`src/rtl/neureka_accumulator_streamout.sv`:
```
// Accumulator bank drain: snapshots the bank on start and streams it out EPB elements per beat.
// Optional per-element signed saturation to QNT bits is enabled by defining NEUREKA_ACC_STREAMOUT_SAT_EN.
module neureka_accumulator_streamout #(
  // Defaults mirror neureka_package::NEUREKA_TP_OUT and NEUREKA_ACCUM_SIZE.
  parameter int NADD = 32,
  parameter int ACC  = 32,
  parameter int EPB  = 4,
  parameter int QNT  = 16
) (
  input  logic                    clk_i,
  input  logic                    rst_i,
  input  logic                    test_mode_i,
  input  logic                    clear_i,
  input  logic                    start_i,
  input  logic [$clog2(NADD+1)-1:0] count_i,
  input  logic [NADD*ACC-1:0]     accumulator_i,
  output logic                    acc_clear_o,
  output logic                    busy_o,
  output logic                    done_o,
  output logic                    stream_valid_o,
  input  logic                    stream_ready_i,
  output logic [EPB*ACC-1:0]      stream_data_o,
  output logic [EPB*ACC/8-1:0]    stream_strb_o,
  output logic                    stream_last_o
);

  // state  | meaning
  // IDLE   | waiting for start_i
  // STREAM | presenting beats from the shadow copy
  // DONE   | one-cycle completion pulse

  localparam int CW  = $clog2(NADD+1);
  localparam int NB  = NADD / EPB;
  localparam int BW  = (NB > 1) ? $clog2(NB) : 1;
  localparam int IW  = (NADD > 1) ? $clog2(NADD) : 1;
  localparam int BPE = ACC / 8;

  typedef enum logic [1:0] {
    IDLE   = 2'd0,
    STREAM = 2'd1,
    DONE   = 2'd2
  } state_e;

  state_e                   state_q, state_d;
  logic [CW-1:0]            cnt_q, cnt_d;
  logic [BW-1:0]            beat_q, beat_d;
  logic [BW-1:0]            last_beat_q, last_beat_d;
  logic [NADD-1:0][ACC-1:0] shadow_q, shadow_d;

  logic [CW-1:0]            cnt_clamp;
  logic [31:0]              nbeats_m1;
  logic                     capture;

  logic [EPB-1:0][ACC-1:0]  data_w;
  logic [EPB-1:0][BPE-1:0]  strb_w;

  logic unused_test_mode;
  assign unused_test_mode = test_mode_i;

`ifdef NEUREKA_ACC_STREAMOUT_SAT_EN
  function automatic logic [ACC-1:0] sat_elem(input logic [ACC-1:0] v);
    logic signed [ACC-1:0] hi;
    logic signed [ACC-1:0] lo;
    hi = signed'((ACC'(1) << (QNT-1)) - ACC'(1));
    lo = ~hi;
    if ($signed(v) > hi) return hi;
    if ($signed(v) < lo) return lo;
    return v;
  endfunction
`else
  localparam int unused_qnt = QNT;

  function automatic logic [ACC-1:0] sat_elem(input logic [ACC-1:0] v);
    return v;
  endfunction
`endif

  always_ff @(posedge clk_i or posedge rst_i) begin
    if (rst_i) begin
      state_q     <= IDLE;
      cnt_q       <= '0;
      beat_q      <= '0;
      last_beat_q <= '0;
      shadow_q    <= '0;
    end else begin
      state_q     <= state_d;
      cnt_q       <= cnt_d;
      beat_q      <= beat_d;
      last_beat_q <= last_beat_d;
      shadow_q    <= shadow_d;
    end
  end

  always_comb begin
    cnt_clamp   = (int'(count_i) > NADD) ? CW'(NADD) : count_i;
    nbeats_m1   = (32'(cnt_clamp) + 32'(EPB) - 32'd1) / 32'(EPB) - 32'd1;
    state_d     = state_q;
    cnt_d       = cnt_q;
    beat_d      = beat_q;
    last_beat_d = last_beat_q;
    shadow_d    = shadow_q;
    capture     = 1'b0;
    // Soft clear wins over everything, including a same-cycle start.
    if (clear_i) begin
      state_d = IDLE;
    end else begin
      unique case (state_q)
        IDLE: begin
          if (start_i) begin
            cnt_d = cnt_clamp;
            if (cnt_clamp == '0) begin
              state_d = DONE;
            end else begin
              capture     = 1'b1;
              shadow_d    = accumulator_i;
              beat_d      = '0;
              last_beat_d = BW'(nbeats_m1);
              state_d     = STREAM;
            end
          end
        end
        STREAM: begin
          if (stream_ready_i) begin
            if (beat_q == last_beat_q) state_d = DONE;
            else                       beat_d  = beat_q + BW'(1);
          end
        end
        DONE:    state_d = IDLE;
        default: state_d = IDLE;
      endcase
    end
  end

  always_comb begin
    logic [IW-1:0] idx;
    stream_valid_o = (state_q == STREAM);
    stream_last_o  = stream_valid_o && (beat_q == last_beat_q);
    done_o         = (state_q == DONE);
    busy_o         = (state_q != IDLE);
    acc_clear_o    = capture && !rst_i;
    data_w         = '0;
    strb_w         = '0;
    for (int e = 0; e < EPB; e++) begin
      idx = IW'(32'(beat_q) * 32'(EPB) + 32'(e));
      // Elements past the latched count are padding: zero data, zero strobe.
      if (stream_valid_o && (32'(idx) < 32'(cnt_q))) begin
        data_w[e] = sat_elem(shadow_q[idx]);
        strb_w[e] = '1;
      end
    end
    stream_data_o = data_w;
    stream_strb_o = strb_w;
  end

endmodule

```
`config.mk`:
```
export PLATFORM = sky130hd
export DESIGN_NAME = neureka_accumulator_streamout
export DESIGN_NICKNAME = d
export VERILOG_FILES = /design/src/rtl/neureka_accumulator_streamout.sv
export SDC_FILE = /design/constraint.sdc
export NUM_CORES = 2
export LEC_CHECK = 0
export ABC_AREA = 1
export CAP_MARGIN = 30
export CORE_AREA = 2 2 465 467
export CTS_BUF_LIST = sky130_fd_sc_hd__clkbuf_16
export CTS_CLUSTER_DIAMETER = 100
export CTS_CLUSTER_SIZE = 30
export DETAILED_ROUTE_END_ITERATION = 6
export DIE_AREA = 0 0 467 469
export PLACE_DENSITY = 0.43
export SLEW_MARGIN = 15
export SYNTH_ARGS = -nofsm -noshare
export SYNTH_HDL_FRONTEND = slang
export SYNTH_SLANG_ARGS = --single-unit
```
`constraint.sdc`:
```
create_clock -name clk_i -period 41.7 [get_ports clk_i]
set_input_delay 8.34 -clock clk_i [delete_from_list [all_inputs] [get_ports clk_i]]
set_output_delay 8.34 -clock clk_i [all_outputs]
set_load 0.005 [all_outputs]
```
**Yosys cells after proc, flatten, opt, wreduce, memory -nomap -nowiden**

Cells that the tools add are included.

- Add/sub/neg operators: 7
- Magnitude comparators: 9
- Equal/unequal tests: 10
- Muxes and demuxes: 32
- Bitwise gates (word level): 2
- Reductions and logical operators: 15

Operators by type and width:

| kind | number |
|---|---|
| $bmux 32 s5 | 3 |
| $mux 32 | 8 |
| $bmux 32 s3 | 1 |
| $lt 5x6->1 | 4 |
| $lt 5x6->1 const B | 4 |
| $mux 4 | 4 |
| $mux 3 | 4 |
| $add 5x2->5 const B | 2 |
| $mux 2 | 5 |
| $gt 6x6->1 const B | 1 |
| $logic_and 1x1->1 | 6 |
| $logic_not 6->1 | 1 |
| $mux 6 | 1 |
| $ne 2x2->1 const B | 3 |
| $ne 3x2->1 const B | 2 |
| $pmux 3 s2 | 1 |
| $reduce_and 3->1 | 2 |
| $reduce_and 6->1 | 1 |
| $add 5x1->5 const B | 1 |
| $add 5x3->5 const B | 1 |
| $sub 5x1->5 const B | 1 |
| $mux 1 | 4 |
| $pmux 2 s2 | 1 |
| $reduce_and 4->1 | 1 |
| other kinds (11) | 13 |

- Register bits: 1038
- Input port bits: 1036
- Output and inout port bits: 149
- Word-level logic and storage cells: 111

**Depth between registers and ports, before layout**

- Word-level depth: 8
- Mapped depth: 13
- Gate-level depth less buffers: 11

**Worst setup path before layout**

Ideal clock, no wire load.

- Path type: input -> output
- Start: in clear_i
- End: out acc_clear_o
- Arrival: 9.182 ns
- Required time: 33.360 ns
- Slack: 24.178 ns
- Stages on the path: 8
- Path buffers: 3
- Cells stage by stage: inv_2 > nand2_2 > nor2_1 > nand3_1 > buf_4 > buf_4 > buf_2 > nor2_1

- Longest elaborated chain between the ends: 2

Ends and longest elaborated chain:

| what | RTL line | source |
|---|---|---|
| start, declared | 13 | `input logic clear_i,` |
| $mux 1 | 104 | `if (clear_i) begin` |
| $logic_and 1x1->1 | 140 | `acc_clear_o = capture && !rst_i;` |
| end, declared | 17 | `output logic acc_clear_o,` |

No other way between the ends.

**Final worst setup path**

- Start: in count_i[5]
- End: out acc_clear_o

- Longest elaborated chain between the ends: 8

Ends and longest elaborated chain:

| what | RTL line | source |
|---|---|---|
| start, declared | 15 | `input logic [$clog2(NADD+1)-1:0] count_i,` |
| $gt 6x6->1 | 95 | `cnt_clamp = (int'(count_i) > NADD) ? CW'(NADD) : count_i;` |
| $mux 6 * | 95 |  |
| $logic_not 6->1 * | 111 | `if (cnt_clamp == '0) begin` |
| $mux 1 * | 111 |  |
| $mux 1 * | 109 | `if (start_i) begin` |
| $mux 1 * | 107 | `unique case (state_q)` |
| $mux 1 * | 104 |  |
| $logic_and 1x1->1 * | 140 |  |

Mark *: on every way between the ends. The rest lies on a longest branch, timed or not.

==> metrics.md <==
| Metric | Value |
|---|---|
| Worst Hold Class | `flop to flop` |
| Synthesized Nets | `7,755` |
| Vias in the first global route | `45,800` |
| Port-buffer cells | `1,183` |
| Finished Cell Area | `65,600 sq um` |
| Largest net degree at the start of global routing | `195` |
| Layout filler cell count | `23,500` |
| Fin Hold WS | `0.481 ns` |
| Most frequent cells in the layout | `nand2_1 (3,676), clkdlybuf4s50_1 (1,183), dfrtp_1 (1,035)` |
| Post-CTS Hold Fix Bufs | `0` |
| DP Area | `63,200 sq um` |
| Worst flop-to-flop path startpoint | `state_q[1]` |
| Yosys reg bits | `1,038` |
| Via density | `4.47` |
| FF-to-FF End | `shadow_q[77]` |
| Nets | `8,621` |
| Fin. max-slew vios | `0` |
| Top Ports | `1,185` |
| Largest area contributor in the netlist | `dfrtp_1` |
| Post-synthesis cell type count | `27` |
| Fmax | `53.6 MHz` |
| First-pass detailed-route iteration total | `7` |
| Crit-path max FO | `18` |
| Required time worst endpoint | `33.36 ns` |
| Initial antenna violation count | `156` |
| Synth Cell Area | `49,400 sq um` |
| Post-Synthesis Cells | `6,713` |
| ANT nets after route | `0` |
| Final min period | `18.67 ns` |
| Post-cts gate resize count | `0` |
| Initial DRC count | `3,981` |
| Clock Path Buffers | `3` |
| Unrepaired setup endpoints after global routing | `no` |
| WL final | `243,000 microns` |
| Clk_skew | `0.0397 ns` |
| CTS H-Tree Depth | `2` |
| Max-slew headroom | `24.2%` |
| Die area | `219,000 sq um` |
| Crit end category | `output port` |
| R2R depth | `10` |
| Total CTS buffers | `58` |
| Measured slew at the worst slew-check pin | `1.14 ns` |
| Most common library cell in the layout ignoring fill and taps | `nand2_1` |
| DIE WIDTH | `467 microns` |
| Setup TNS | `0 ns` |
| Layout cell share with drive strength beyond 1 | `2.56%` |
| GRT Util Overall | `21.4%` |
| GRT overflow | `0` |
| Initial Util | `23.1%` |
| Period utilization | `44.8%` |
| Crit path capture | `acc_clear_o` |
| Final Hold Fails | `0` |
| Post-DP HPWL | `173,000 microns` |
| Startpoint type of the worst setup path | `input pin` |
| Clock root cell | `clkbuf_16` |
| Synth top area share | `52.6%` |
| TritonCTS clock tree | `yes` |
| Synth top area cells | `dfrtp_1 (53%), nand2_1 (28%), o21ai_0 (4.7%)` |
| GP Congestion | `0.906` |
| Clock transition at path regs | `0.08 ns` |
| Warnings, synthesis | `0` |
| Setup violators final | `0` |
| Postcts setup bufs | `0` |
| Leakage | `0.0317 uW` |
| Layout area overhead | `32.9%` |
| Register area share after synthesis | `52.6%` |
| PwrDens | `69.2 nW/um^2` |
| DRC Markers | `1` |
| FP Rows | `170` |
| Clock Sinks | `1,038` |
| Maximum VDD drop | `0.0000418 V` |
| CP Class | `input pin to output port` |
| Worst EP arrival | `10.33 ns` |
| R2r setup slk | `37.41 ns` |
| FF/Latch Area | `26,000 sq um` |
| Post-Syn Area per Cell | `7.36 sq um` |
| Failing checks | `design-rule violations` |
| Routed len/inst | `23.1 microns` |
| Max-Cap Viols | `0` |
| Die Ht | `469 microns` |
| Wire length of the first global-routing pass | `341,000 microns` |
| Insertion delay to the later sink of the worst-skew pair | `0.76 ns` |
| Critical path startpoint | `count_i[5]` |
| Outcome | `finished with violations` |
| CORE AREA | `214,000 sq um` |
| Multi-input gate area | `20,200 sq um` |
| Vias | `47,100` |
-- through the flow --
stage          instances  util, %  setup WS (ns)  power (uW)
6_report           10500     30.7          23.03        4540
5_1_grt            10500     30.7          22.88        4930
4_1_cts            10500     30.6          22.98        4610
3_5_place_dp       10400     29.6          22.99        3840
3_3_place_gp       10300     29.5          22.98        3830
2_1_floorplan       6713        -           4.15        2930
-- layer usage --
metal | wire [microns] | up-vias | track usage, % | share of wire, %
met5 | 615 | - | 0 | 0.25
met4 | 6330 | 102 | 6.32 | 2.6
met3 | 19600 | 351 | 5.88 | 8.1
met2 | 111000 | 1552 | 34.0 | 46
met1 | 106000 | 22600 | 28.3 | 43
li1 | - | 22500 | - | -
-- registers in the layout (all words and copies together) (netlist names) --
signal,count
shadow_q,1024
state_q,2
last_beat_q,3
cnt_q,6
beat_q,3
-- worst min path at each step --
stage	from	endpoint	cells past startpoint
detailed placement	shadow_q[689]	shadow_q[689]	2
floorplan	shadow_q[119]	shadow_q[119]	2
global route	shadow_q[695]	shadow_q[695]	2
global placement	shadow_q[763]	shadow_q[763]	2
CTS	shadow_q[695]	shadow_q[695]	2
finish	shadow_q[768]	shadow_q[768]	2
-- cells in the mapped netlist --
cell type / number
o22ai_1: 4
xor2_1: 1
o21ai_0: 467
nand3b_1: 1
a21oi_1: 159
xnor2_1: 3
nand3_1: 336
a31oi_1: 1
inv_1: 238
buf_4: 87
nor3_2: 1
inv_4: 1
buf_2: 153
o211ai_1: 32
nand4_1: 6
inv_2: 4
nand2_1: 3676
dfrtp_1: 1038
buf_1: 29
buf_6: 17
ha_1: 6
nor2_1: 277
clkinv_1: 1
o21ai_1: 6
nand2_2: 1
o21a_1: 2
clkbuf_1: 166
-- cell type report --
cell class	instances	area share [%]
repair buffers	1258	19.3
clock inverters	49	1.09
well taps	2838	5.41
inverters	244	1.46
clock buffers	58	2.21
multi-input cells	4979	30.7
flip-flops and latches	1038	39.6
diodes	60	0.229
-- power by group --
part | leakage (uW) | switching [uW] | internal (uW) | total (uW)
logic | 0.0178 | 1320 | 718 | 2040
clock network | 0.00103 | 447 | 298 | 744
registers | 0.0129 | 267 | 1490 | 1760
total | 0.0317 | 2040 | 2510 | 4540
-- cell families (layout without fill, tap and decap cells) --
| kind of cell | count (synthesis) | count (layout) | share of synthesized area (%) |
|---|---|---|---|
| flip-flops | 1038 | 1038 | 52.6 |
| XOR/XNOR | 4 | 4 | 0.0710 |
| AND/OR/NAND/NOR | 4298 | 4298 | 33.6 |
| adder cells (fa/ha/maj) | 6 | 6 | 0.152 |
| buffers and inverters | 696 | 1609 | 6.60 |
| other | 0 | 60 | 0 |
| AO/OA/AOI/OAI | 671 | 671 | 6.99 |
-- worst max-delay path, stage by stage --
cell	delay, ns
clkdlybuf4s50_1	0.54
inv_2	0.10
nand4_1	0.17
nand3_4	0.34
nor2_1	0.20
clkdlybuf4s50_1	0.63
(Power assumes the default switching activity.)
